`src/rtl/multicycle_control.sv`:
```
// Multi-cycle control sequencer (FETCH/DECODE/EXEC/MEM/WB) sharing one memory port.
// Optional macro ILLEGAL_TRAP_EN: opcode 7 traps into a sticky TRAP state with illegal_op.
module multicycle_control #(
  parameter int OPCODE_WIDTH = 3,
  parameter int ALU_OP       = 3
) (
  input  logic                    clk,
  input  logic                    rst_n,
  input  logic                    run,
  input  logic [OPCODE_WIDTH-1:0] opcode,
  input  logic                    mem_ready,
  output logic                    mem_req,
  output logic                    mem_we,
  output logic                    mem_sel,
  output logic                    irWrite,
  output logic                    pcWrite,
  output logic                    branch,
  output logic                    regWrite,
  output logic                    regDest,
  output logic                    ALUsrc,
  output logic [ALU_OP-1:0]       ALUControl,
  output logic                    MemToReg,
  output logic                    retire,
`ifdef ILLEGAL_TRAP_EN
  output logic                    illegal_op,
`endif
  output logic [2:0]              state_o
);

  localparam logic [OPCODE_WIDTH-1:0] OP_ADD   = OPCODE_WIDTH'(0);
  localparam logic [OPCODE_WIDTH-1:0] OP_ADDI  = OPCODE_WIDTH'(1);
  localparam logic [OPCODE_WIDTH-1:0] OP_LOAD  = OPCODE_WIDTH'(2);
  localparam logic [OPCODE_WIDTH-1:0] OP_STORE = OPCODE_WIDTH'(3);
  localparam logic [OPCODE_WIDTH-1:0] OP_BNQ   = OPCODE_WIDTH'(4);
  localparam logic [OPCODE_WIDTH-1:0] OP_SUBI  = OPCODE_WIDTH'(5);
  localparam logic [OPCODE_WIDTH-1:0] OP_SUB   = OPCODE_WIDTH'(6);

  localparam logic [ALU_OP-1:0] ALU_ADD = ALU_OP'(0);
  localparam logic [ALU_OP-1:0] ALU_SUB = ALU_OP'(1);

  typedef enum logic [2:0] {
    IDLE   = 3'd0,
    FETCH  = 3'd1,
    DECODE = 3'd2,
    EXEC   = 3'd3,
    MEM    = 3'd4,
    WB     = 3'd5
`ifdef ILLEGAL_TRAP_EN
    , TRAP = 3'd6
`endif
  } state_t;

  state_t                  state, next_state, boundary;
  logic [OPCODE_WIDTH-1:0] op_q;
  logic                    alu_src_dec;
  logic [ALU_OP-1:0]       alu_ctl_dec;

  // NOTE: sequential state uses non-blocking assignments so every register
  // samples pre-edge values regardless of process ordering.
  always_ff @(posedge clk or negedge rst_n) begin
    if (!rst_n) begin
      state <= IDLE;
      op_q  <= '0;
    end else begin
      state <= next_state;
      if (state == FETCH && mem_ready) op_q <= opcode;
    end
  end

`ifdef ILLEGAL_TRAP_EN
  always_ff @(posedge clk or negedge rst_n) begin
    if (!rst_n)                                  illegal_op <= 1'b0;
    else if (state == EXEC && op_q == '1)        illegal_op <= 1'b1;
  end
`endif

  // Operand-B and ALU function per opcode; reused in EXEC and WB.
  always_comb begin
    alu_src_dec = (op_q == OP_ADDI) || (op_q == OP_SUBI) ||
                  (op_q == OP_LOAD) || (op_q == OP_STORE);
    alu_ctl_dec = ((op_q == OP_SUB) || (op_q == OP_SUBI) || (op_q == OP_BNQ))
                  ? ALU_SUB : ALU_ADD;
  end

  assign boundary = run ? FETCH : IDLE;
  assign state_o  = state;

  // NOTE: every output and next_state gets a default first so no path through
  // the case statement leaves a value unassigned (which would infer a latch).
  always_comb begin
    next_state = state;
    mem_req    = 1'b0;
    mem_we     = 1'b0;
    mem_sel    = 1'b0;
    irWrite    = 1'b0;
    pcWrite    = 1'b0;
    branch     = 1'b0;
    regWrite   = 1'b0;
    regDest    = 1'b0;
    ALUsrc     = 1'b0;
    ALUControl = ALU_ADD;
    MemToReg   = 1'b0;
    retire     = 1'b0;
    case (state)
      IDLE: if (run) next_state = FETCH;
      FETCH: begin
        mem_req = 1'b1;
        if (mem_ready) begin
          irWrite    = 1'b1;
          pcWrite    = 1'b1;
          next_state = DECODE;
        end
      end
      DECODE: next_state = EXEC;
      EXEC: begin
        ALUsrc     = alu_src_dec;
        ALUControl = alu_ctl_dec;
        case (op_q)
          OP_BNQ: begin
            branch     = 1'b1;
            retire     = 1'b1;
            next_state = boundary;
          end
          OP_LOAD, OP_STORE:               next_state = MEM;
          OP_ADD, OP_ADDI, OP_SUB, OP_SUBI: next_state = WB;
          default: begin
`ifdef ILLEGAL_TRAP_EN
            next_state = TRAP;
`else
            retire     = 1'b1;
            next_state = boundary;
`endif
          end
        endcase
      end
      MEM: begin
        // Address path and write select stay frozen while the request waits.
        mem_req = 1'b1;
        mem_sel = 1'b1;
        mem_we  = (op_q == OP_STORE);
        ALUsrc  = 1'b1;
        if (mem_ready) begin
          if (op_q == OP_STORE) begin
            retire     = 1'b1;
            next_state = boundary;
          end else begin
            next_state = WB;
          end
        end
      end
      WB: begin
        regWrite   = 1'b1;
        regDest    = (op_q == OP_ADD) || (op_q == OP_SUB);
        MemToReg   = (op_q == OP_LOAD);
        ALUsrc     = alu_src_dec;
        ALUControl = alu_ctl_dec;
        retire     = 1'b1;
        next_state = boundary;
      end
`ifdef ILLEGAL_TRAP_EN
      TRAP: next_state = TRAP;
`endif
      default: next_state = IDLE;
    endcase
  end

endmodule

```
`config.mk`:
```
export PLATFORM = sky130hd
export DESIGN_NAME = multicycle_control
export DESIGN_NICKNAME = d
export VERILOG_FILES = /design/src/rtl/multicycle_control.sv
export SDC_FILE = /design/constraint.sdc
export NUM_CORES = 1
export LEC_CHECK = 0
export CORE_MARGIN = 5
export CORE_UTILIZATION = 33
export DETAILED_ROUTE_END_ITERATION = 16
export HOLD_SLACK_MARGIN = 0.03
export PLACE_DENSITY = 0.71
export SLEW_MARGIN = 30
export SYNTH_ARGS = -nofsm -noshare
export SYNTH_HDL_FRONTEND = slang
export SYNTH_SLANG_ARGS = --single-unit
```
`constraint.sdc`:
```
create_clock -name clk -period 3.9 [get_ports clk]
set_input_delay 0.975 -clock clk [delete_from_list [all_inputs] [get_ports clk]]
set_output_delay 0.975 -clock clk [all_outputs]
set_load 0.05 [all_outputs]
```
Word level (Yosys, flattened, before mapping)
Cells that the tools add are included.
{"block": "totals", "reg_bits": 6, "input_bits": 7, "elab_cells": 55}
{"block": "op_classes", "muxes": 24, "n_eq_ne": 14, "reduce_logical": 15}
{"operator": "3-bit case mux with 6 select lines", "n": 1}
{"operator": "1-bit two-way mux", "n": 16}
{"operator": "3-bit equality test, second input constant", "n": 5}
{"operator": "3-bit by 2-bit equality test with 1-bit output, second input constant", "n": 4}
{"operator": "3-bit two-way mux", "n": 4}
{"operator": "3-bit by 1-bit equality test with 1-bit output, second input constant", "n": 2}
{"operator": "3-bit zero test", "n": 2}
{"operator": "1-bit logical OR", "n": 6}
{"operator": "2-bit != test, second input constant", "n": 3}
{"operator": "3-bit case mux with 2 select lines", "n": 1}
{"operator": "2-bit OR reduction", "n": 3}
{"operator": "6-bit OR reduction", "n": 1}
{"operator": "4-bit OR reduction", "n": 1}
{"operator": "1-bit case mux with 3 select lines", "n": 1}
{"operator": "3-bit AND reduction", "n": 1}
{"operator": "1-bit case mux with 2 select lines", "n": 1}
{"operator": "1-bit logical AND", "n": 1}

Longest topological paths before layout
Gate-level depths: netlist (run 1).
{"block": "depth", "ltp_word": 5, "mapped_depth": 5}

Worst setup path after synthesis (run 1)
Ideal clock, no wire load.
{"block": "synth_timing", "path_type": "register -> output", "start": "reg state[2], in the netlist state_o[2]", "end": "out regDest", "required_time_ps": 2925, "stages_incl_launch_ff": 4, "setup_slack_ps": 255, "arrival_time_ps": 2670, "path_cell_list": "dfrtp_1 > buf_1 > nand3b_1 > nor4_1"}
{"block": "synth_via", "elab_chain_len": 2}
{"element": "start, declared", "line": "53", "text": "state_t state, next_state, boundary;"}
{"element": "start signal, assigned", "line": "65", "text": "state <= next_state;"}
{"element": "3-bit equality test", "line": "104", "text": "case (state)"}
{"element": "1-bit two-way mux", "line": "104"}
{"element": "end, declared", "line": "19", "text": "output logic regDest,"}
Every way passes these cells.

Final worst setup path (run 1)
{"block": "layout_timing", "start": "reg state[2], in the netlist state_o[2]", "end": "out mem_we"}
{"block": "layout_via", "elab_chain_len": 2}
{"element": "3-bit equality test", "line": "104"}
{"element": "1-bit two-way mux", "line": "104"}
{"element": "end, declared", "line": "13", "text": "output logic mem_we,"}
Every way passes these cells.

==> results of run 1 <==
## synth_stat cells, drive strengths merged
master | count | share of area (%)
nor4b | 2 | 3.2
a21oi | 2 | 1.9
and2b | 1 | 1.4
or2b | 1 | 1.4
nand2b | 4 | 4.6
nor2b | 2 | 3.7
xnor2 | 1 | 1.6
a211o | 1 | 1.6
a31oi | 1 | 1.2
nor2 | 6 | 4.2
o22ai | 2 | 2.3
nand2 | 4 | 3.2
a221oi | 1 | 1.6
nand3 | 1 | 0.93
dfrtp | 6 | 28
conb | 1 | 0.69
inv | 3 | 2.1
and4bb | 1 | 2.3
or3b | 1 | 1.6
mux2 | 3 | 6.2
a221o | 1 | 1.9
o21ai | 3 | 2.8
o21a | 1 | 1.4
o21bai | 1 | 1.4
a21o | 1 | 1.4
a32oi | 1 | 1.6
nor3b | 1 | 1.4
nor4 | 2 | 2.3
buf | 7 | 8.1
nand3b | 2 | 2.8
o31ai | 1 | 1.4
## where the power goes
part	internal, mW	leakage [nW]	switching (mW)
registers	0.0932	0.0741	0.0902
logic	0.206	0.216	0.308
clock network	0.0345	0.0138	0.0179
total	0.334	0.304	0.417
## cell type report
| class | instances | area [µm²] |
|---|---|---|
| Clock buffer | 3 | 22.5 |
| Fill cell | 155 | 778 |
| Inverter | 3 | 11.3 |
| Multi-Input combinational cell | 50 | 339 |
| Sequential cell | 6 | 150 |
| Tap cell | 16 | 20.0 |
| Timing Repair Buffer | 21 | 203 |
## flip-flops by register name, indices dropped and copies added (netlist names)
name / cells
state_o: 3
op_q: 3
## worst register-to-register path: cells and delay by family, from the launching register on
kind | cells | cell delay (ns)
and+or+nand+nor | 1 | 0.24
buffers and inverters | 1 | 0.06
DFF | 1 | 0.60
AOI/OAI and AO/OA | 2 | 0.58
## per-layer routing
| metal | global-route usage, % | routed length (µm) |
|---|---|---|
| met1 | 13.1 | 557 |
| met2 | 17.1 | 609 |
| met3 | 2.37 | 103 |
| met4 | 2.55 | 0 |
| met5 | 0 | 0 |
## cells by family after synthesis
family | share of synthesized area, %
other | 0.694
flip-flops | 27.8
multiplexers | 6.25
buffers and inverters | 10.2
XOR/XNOR | 1.62
AND/OR/NAND/NOR | 33.1
AO/OA/AOI/OAI | 20.4
## how the worst max path moves through the flow
stage,from,to,cells past startpoint
after CTS,state_o[2]$_DFFE_PN0P_,mem_we,3
after global placement,mem_ready,irWrite,3
after floorplan,state_o[2]$_DFFE_PN0P_,regDest,3
final,state_o[2]$_DFFE_PN0P_,mem_we,3
after global routing,state_o[2]$_DFFE_PN0P_,mem_we,3
after detailed placement,mem_ready,irWrite,3
## metrics by stage
stage                     hold WS (ns)  cell area [µm²]  power, mW  instances  setup slack [ns]
final                            0.660              746      0.750         99             0.618
after global routing             0.737              746      0.806         99             0.472
after CTS                        0.664              746      0.759         99             0.609
after detailed placement         0.655              723      0.702         96             0.808
after global placement           0.670              723      0.696         96             0.816
after floorplan                  0.599              544      0.569         66             0.255
==> reports/qor.yml, run 1 <==
run_status:
  outcome: "finished clean"
final_layout:
  area_growth_pct: 38.0
  diodes: 0
  final_core_util_pct: 48.9
  final_cell_mix: "18 x clkdlybuf4s50_1, 6 x nor2_1, 6 x dfrtp_1"
  finalNetCount: 92
  drive_gt1_share_pct: 15.7
  mostFrequentLayoutCell: "clkdlybuf4s50_1"
critical_path:
  path_cells: "or3b_2 > nor2_1 > clkdlybuf4s50_1"
  ff2ff_path_depth: 4
  r2r_end: "state_o[0]$_DFFE_PN0P_"
  crit_slowest_cell: "clkdlybuf4s50_1"
  crit_path_max_fanout: 15
  r2r-start: "state_o[0]$_DFFE_PN0P_"
  max_stage_delay_ns: 0.81
  start_kind: "flop"
  worst_setup_path_end_kind: "output port"
  path_class: "flop to output port"
  cpLargestDelayFamily: "buffers and inverters"
  crit_required_ns: 2.92
  path_buf_inv: 1
  regToRegSetupSlack_ns: 2.29
  critPathArrivalTime_ns: 2.31
grt:
  overflow: 0
  antenna_found_initial: 0
  grt_max_degree: 17
  grtUsageTotal_pct: 10.2
  grt_pass1_wl_mm: 2.14
  grt_pass1_vias: 474
cts:
  post-cts-setup-buffers: 0
  cts-resized-gates: 0
  cts_root_buf: "clkbuf_4"
  cts.htree.levels: 1
  ctsLongestPathBuffers: 2
  ctsHoldBuffers: 0
  clock-sinks: 6
  clkSlewWorstSetupHoldPaths_ns: 0.04
  cts_inserted_buffers: 3
  cts_tree: "built"
  insertion_delay_ns: 0.23
floorplan:
  io-pin-count: 24
  core_region_area_um2: 1520
  dieArea_um2: 2550
  start_util_pct: 35.5
  fp.dieW_um: 50.5
  rows: 14
  die_h_um: 50.5
yosys:
  yosys_warnings: 0
  syn-cell-area_um2: 541
  synth_cells: 65
  ys_seq_elements: 6
  synth.distinct_cells: 35
  ys_seq_area_share_pct: 27.8
  synth.avg_cell_area_um2: 8.32
placed_design:
  io_buffers: 21
  hpwl_mm: 1.03
  gp_congestion: 0.754
drt:
  first_iter_violations: 3
  dr.pass1.iters: 2
  postRouteAntennaNets: 0
  num_vias: 534
  wirelength_mm: 1.27
  remaining_drc_errors: 0
  post_drt_wl_per_cell_um: 12.8
  route.detailed.vias_per_inst: 5.39
timing:
  hold_viol_final: 0
  worstMarginPinSlew_ns: 0.505
  finalSetupTns_ns: 0
  slew_headroom_pct: 66.2
  rsz0062_at_grt: "false"
  fmax_mhz: 305
  slew_violations: 0
  fin_crit_ns: 3.28
  fin_crit_sh_pct: 84.2
  final-setup-viol-count: 0
  skew_ns: 0.00147
min_path:
  hold_end: "op_q[1]$_DFFE_PN0P_"
  hold_path.class: "flop to flop"
  holdPathStages: 2
  hp-start: "op_q[1]$_DFFE_PN0P_"
power:
  p_leak_nw: 0.304
  p_per_area_nw_per_um2: 1010
  vdd_drop_max_mv: 0.425
job:
  maxCapViolations: 0
Note: power is estimated with default switching activity, not from simulation.
==> run 2, diff against run 1 <==
- clock period: 3.9 -> 3.4 ns (I/O delays scaled with it)
==> run 2 against run 1 <==
Net effect:
- die area did not move
- global-route usage is 0.085 points higher
- sequential power increased by 17%
- largest cell class unchanged
- critical path depth unchanged
- largest power group unchanged
- sequential cell count stayed put
==> reports/qor.yml, run 2 (synthesis gave the netlist of run 1 again) <==
grt:
  grt_pass1_wl_mm: 2.17  # was 2.14 mm
  grt_max_degree: 17  # unchanged
  grt_pass1_vias: 513  # was 474
  grtUsageTotal_pct: 10.3  # was 10.2%
  antenna_found_initial: 0  # unchanged
  overflow: 0  # unchanged
final_layout:
  stdcell_count: 99  # unchanged
  finalNetCount: 92  # unchanged
  diodes: 0  # unchanged
  mostFrequentLayoutCell: "clkdlybuf4s50_1"  # unchanged
  regArea_um2: 150  # unchanged
  drive_gt1_share_pct: 18.1  # was 15.7%
  fill_cells: 146  # was 155
  multi_input_area_um2: 352  # was 339 µm²
  area_growth_pct: 47.2  # was 38.0%
  final_cell_mix: "18 x clkdlybuf4s50_1, 6 x nor2_1, 6 x dfrtp_1"  # unchanged
timing:
  fin_crit_ns: 3.16
  skew_ns: 0.00387  # was 0.00147 ns
  slew_violations: 0  # unchanged
  setup_slack_ns: 0.235  # was 0.618 ns
  finalSetupTns_ns: 0  # unchanged
  rsz0062_at_grt: "false"  # unchanged
  hold_viol_final: 0  # unchanged
  fin_crit_sh_pct: 93.1
  slew_headroom_pct: 66.0  # was 66.2%
  worstMarginPinSlew_ns: 0.508  # was 0.505 ns
  fmax_mhz: 316
  final-setup-viol-count: 0  # unchanged
cts:
  cts_tree: "built"  # unchanged
  ctsHoldBuffers: 0  # unchanged
  cts-resized-gates: 0  # unchanged
  ctsLongestPathBuffers: 2  # unchanged
  clock-sinks: 6  # unchanged
  clkSlewWorstSetupHoldPaths_ns: 0.05  # was 0.04 ns
  insertion_delay_ns: 0.24  # was 0.23 ns
  cts_root_buf: "clkbuf_4"  # unchanged
  cts.htree.levels: 1  # unchanged
  post-cts-setup-buffers: 0  # unchanged
  cts_inserted_buffers: 3  # unchanged
min_path:
  hold_path.class: "flop to flop"  # unchanged
  hold_end: "op_q[1]$_DFFE_PN0P_"  # unchanged
  hp-start: "op_q[1]$_DFFE_PN0P_"  # unchanged
  holdPathStages: 2  # unchanged
critical_path:
  path_class: "flop to output port"  # unchanged
  worst_setup_path_end_kind: "output port"  # unchanged
  max_stage_delay_ns: 0.81  # about the same
  crit_path_max_fanout: 15  # unchanged
  start_kind: "flop"  # unchanged
  path_buf_inv: 1  # unchanged
  r2r_end: "state_o[0]$_DFFE_PN0P_"  # unchanged
  ff2ff_path_depth: 4  # unchanged
  r2r-start: "state_o[0]$_DFFE_PN0P_"  # unchanged
  crit_required_ns: 2.55  # was 2.92 ns
  cp.depth: 3  # unchanged
  crit_slowest_cell: "clkdlybuf4s50_1"  # unchanged
  cpLargestDelayFamily: "buffers and inverters"  # unchanged
  critPathArrivalTime_ns: 2.31  # about the same
  regToRegSetupSlack_ns: 1.77  # was 2.29 ns
  path_cells: "or3b_2 > nor2_1 > clkdlybuf4s50_1"  # unchanged
placed_design:
  pre_cts_ws_ns: 0.504  # was 0.808 ns
  gp_congestion: 0.697  # was 0.754
  hpwl_mm: 1.01  # was 1.03 mm
  io_buffers: 21  # unchanged
  dp.cells: 96  # unchanged
drt:
  route.detailed.vias_per_inst: 5.36  # was 5.39
  remaining_drc_errors: 0  # unchanged
  first_iter_violations: 5  # was 3
  wirelength_mm: 1.32  # was 1.27 mm
  dr.pass1.iters: 4  # was 2
  num_vias: 531  # was 534
  postRouteAntennaNets: 0  # unchanged
  post_drt_wl_per_cell_um: 13.3  # was 12.8 µm
floorplan:
  die_h_um: 50.5  # unchanged
  dieArea_um2: 2550  # unchanged
  rows: 14  # unchanged
  fp.dieW_um: 50.5  # unchanged
  io-pin-count: 24  # unchanged
  start_util_pct: 35.5  # unchanged
  core_region_area_um2: 1520  # unchanged
power:
  vdd_drop_max_mv: 0.710  # was 0.425 mV
  design_power_total_mw: 0.912  # was 0.750 mW
  p_per_area_nw_per_um2: 1150  # was 1010 nW/µm²
  p_leak_nw: 0.314  # was 0.304 nW
run_status:
  outcome: "finished clean"  # unchanged
job:
  maxCapViolations: 0  # unchanged
==> run 2: cell count changes in the layout (fill, tap and decap cells not counted) <==
cell,change
nor4_2,+2
buf_12,+3
buf_4,-3
nor4_1,-2
==> run 2: per-layer routing <==
layer | vias up | track usage (%) | part of all wire [%]
met3 | 0 | 1.48 | 4.3
met2 | 12 | 18.0 | 49
met1 | 252 | 12.6 | 46
met5 | - | 0 | 0
li1 | 267 | - | -
met4 | 0 | 3.83 | 0
==> run 2: cell type report <==
type	instances	share of cell area, %
clock buffer	3	2.83
inverter	3	1.42
multi-input combinational	50	44.2
sequential	6	18.9
tap	16	2.52
timing repair buffer	21	30.2
==> run 2: worst reg2reg max path, delay by kind of cell, from the launching register on <==
kind | cells | cell delay [ns]
AO/OA/AOI/OAI | 2 | 0.59
buffers and inverters | 1 | 0.06
flip-flops | 1 | 0.62
AND/OR/NAND/NOR | 1 | 0.25
==> run 2: power by group <==
part	leakage [nW]	switching [mW]	internal [mW]
clock	0.0138	0.0239	0.0398
sequential	0.0741	0.108	0.107
combinational	0.227	0.365	0.269
==> run 2: worst max path at each step <==
stage,end,from,slack (ns)
3_3_place_gp,mem_we,state_o[2]$_DFFE_PN0P_,0.50
3_5_place_dp,mem_we,state_o[2]$_DFFE_PN0P_,0.50
5_1_grt,mem_we,state_o[2]$_DFFE_PN0P_,0.13
2_1_floorplan,ALUControl[0],state_o[2]$_DFFE_PN0P_,0.20
4_1_cts,mem_we,state_o[2]$_DFFE_PN0P_,0.24
6_report,mem_we,state_o[2]$_DFFE_PN0P_,0.24
==> run 2: metrics by stage <==
step,area [µm²],utilization (%),hold slack [ns]
after detailed placement,773,50.7,0.702
after global routing,796,52.2,0.752
after global placement,773,50.7,0.680
final,796,52.2,0.712
after CTS,796,52.2,0.712
after floorplan,557,-,0.554
==> run 3, diff against run 2 <==
--- a/config.mk
+++ b/config.mk
@@ -16 +16,2 @@
 export SYNTH_SLANG_ARGS = --single-unit
+export TNS_END_PERCENT = 50
==> constraint.sdc (replaced) <==
create_clock -name clk -period 3.4 [get_ports clk]
set_input_delay 0.51 -clock clk [delete_from_list [all_inputs] [get_ports clk]]
set_output_delay 0.51 -clock clk [all_outputs]
set_load 0.05 [all_outputs]
==> run 3 against run 2 <==
Net effect:
- worst hold slack lost 0.21 ns
- sequential power is essentially flat
- first-iteration DRC count grew to 3.2 times the previous value
- cell count is the same
- setup slack gained 0.35 ns
- critical path type unchanged
- critical endpoint unchanged
- largest cell class unchanged
- highest routed layer unchanged
==> reports/qor.yml, run 3 (synthesis gave the netlist of run 1 again) <==
run_status:
  outcome: "finished clean"  # unchanged
cts:
  cts_inserted_buffers: 3  # unchanged
  cts-resized-gates: 0  # unchanged
  post-cts-setup-buffers: 0  # unchanged
  ctsLongestPathBuffers: 2  # unchanged
  cts.htree.levels: 1  # unchanged
  cts_root_buf: "clkbuf_4"  # unchanged
  clock-sinks: 6  # unchanged
  insertion_delay_ns: 0.24  # about the same
  cts_tree: "built"  # unchanged
  clkSlewWorstSetupHoldPaths_ns: 0.04  # was 0.05 ns
  ctsHoldBuffers: 0  # unchanged
timing:
  worstMarginPinSlew_ns: 0.506  # was 0.508 ns
  slew_headroom_pct: 66.2  # was 66.0%
  setup_slack_ns: 0.589  # was 0.235 ns
  finalSetupTns_ns: 0  # unchanged
  rsz0062_at_grt: "false"  # unchanged
  fmax_mhz: 356  # was 316 MHz
  hold_slack_ns: 0.506  # was 0.712 ns
  hold_viol_final: 0  # unchanged
  fin_crit_sh_pct: 82.7  # was 93.1%
  final-setup-viol-count: 0  # unchanged
  slew_violations: 0  # unchanged
  skew_ns: 0.00297  # was 0.00387 ns
  fin_crit_ns: 2.81  # was 3.16 ns
drt:
  remaining_drc_errors: 0  # unchanged
  first_iter_violations: 16  # was 5
  route.detailed.vias_per_inst: 5.24  # was 5.36
  dr.pass1.iters: 4  # unchanged
  post_drt_wl_per_cell_um: 13.4  # was 13.3 µm
  postRouteAntennaNets: 0  # unchanged
  wirelength_mm: 1.32  # about the same
  num_vias: 519  # was 531
job:
  maxCapViolations: 0  # unchanged
critical_path:
  path_class: "flop to output port"  # unchanged
  worst_setup_path_end_kind: "output port"  # unchanged
  crit_required_ns: 2.89  # was 2.55 ns
  start_kind: "flop"  # unchanged
  critPathArrivalTime_ns: 2.30  # was 2.31 ns
  crit_path_max_fanout: 15  # unchanged
power:
  p_per_area_nw_per_um2: 1160  # was 1150 nW/µm²
  design_power_total_mw: 0.870  # was 0.912 mW
  vdd_drop_max_mv: 0.503  # was 0.710 mV
  p_leak_nw: 0.299  # was 0.314 nW
final_layout:
  area_growth_pct: 39.4  # was 47.2%
  drive_gt1_share_pct: 12.0  # was 18.1%
  final_cell_mix: "21 x clkdlybuf4s50_1, 6 x nor2_1, 6 x dfrtp_1"  # was 18 x clkdlybuf4s50_1, 6 x nor2_1, 6 x dfrtp_1
  mostFrequentLayoutCell: "clkdlybuf4s50_1"  # unchanged
  finalNetCount: 92  # unchanged
  diodes: 0  # unchanged
grt:
  grt_pass1_wl_mm: 2.23  # was 2.17 mm
  grtUsageTotal_pct: 10.9  # was 10.3%
  antenna_found_initial: 0  # unchanged
  grt_pass1_vias: 504  # was 513
  overflow: 0  # unchanged
  grt_max_degree: 17  # unchanged
min_path:
  hold_path.class: "input pin to asynchronous set/reset pin"  # was flop to flop
placed_design:
  gp_congestion: 0.760  # was 0.697
  pre_cts_ws_ns: 0.629  # was 0.504 ns
  hpwl_um: 988  # was 1.01 mm
  io_buffers: 21  # unchanged
floorplan:
  dieArea_um2: 2550  # unchanged
  core_region_area_um2: 1520  # unchanged
  io-pin-count: 24  # unchanged
  start_util_pct: 35.5  # unchanged
  fp.dieW_um: 50.5  # unchanged
  die_h_um: 50.5  # unchanged
  rows: 14  # unchanged
==> run 3: layer usage <==
| metal | wire length [µm] | global-route usage, % |
|---|---|---|
| met5 | 0 | 0 |
| met4 | 0 | 6.38 |
| met3 | 100 | 1.78 |
| met2 | 640 | 17.4 |
| met1 | 582 | 13.6 |
==> run 3: power breakdown <==
group	internal (mW)	switching, mW
Clock	0.0398	0.0237
Combinational	0.241	0.353
Sequential	0.107	0.105
Total	0.388	0.482
==> run 3: metrics by stage <==
stage,util [%],cell area [µm²],instances
6_report,49.4,753,99
5_1_grt,49.4,753,99
4_1_cts,49.4,753,99
3_5_place_dp,47.9,731,96
3_3_place_gp,47.9,731,96
2_1_floorplan,-,544,66
==> run 3: area by class of cell <==
| class | count | area, µm² |
|---|---|---|
| Clock buffer | 3 | 22.5 |
| Fill cell | 156 | 771 |
| Inverter | 3 | 11.3 |
| Multi-Input combinational cell | 50 | 339 |
| Sequential cell | 6 | 150 |
| Tap cell | 16 | 20.0 |
| Timing Repair Buffer | 21 | 210 |
==> run 3: critical path, cell delays in order (launching register included) <==
cell	delay (ns)
dfrtp_1	0.59
or3b_2	0.54
nor2_1	0.12
clkdlybuf4s50_1	0.81
==> run 3: final timing paths <==
kind	slack, ns	depth (start not counted)	endpoint	from
min	0.51	1	state_o[1]$_DFFE_PN0P_	rst_n
min reg2reg	0.69	2	op_q[1]$_DFFE_PN0P_	op_q[1]$_DFFE_PN0P_
max reg2reg	1.75	4	state_o[0]$_DFFE_PN0P_	state_o[0]$_DFFE_PN0P_
max	0.59	3	mem_we	state_o[2]$_DFFE_PN0P_
max in group asynchronous	2.69	1	op_q[0]$_DFFE_PN0P_	rst_n
min in group clk	0.69	2	op_q[1]$_DFFE_PN0P_	op_q[1]$_DFFE_PN0P_
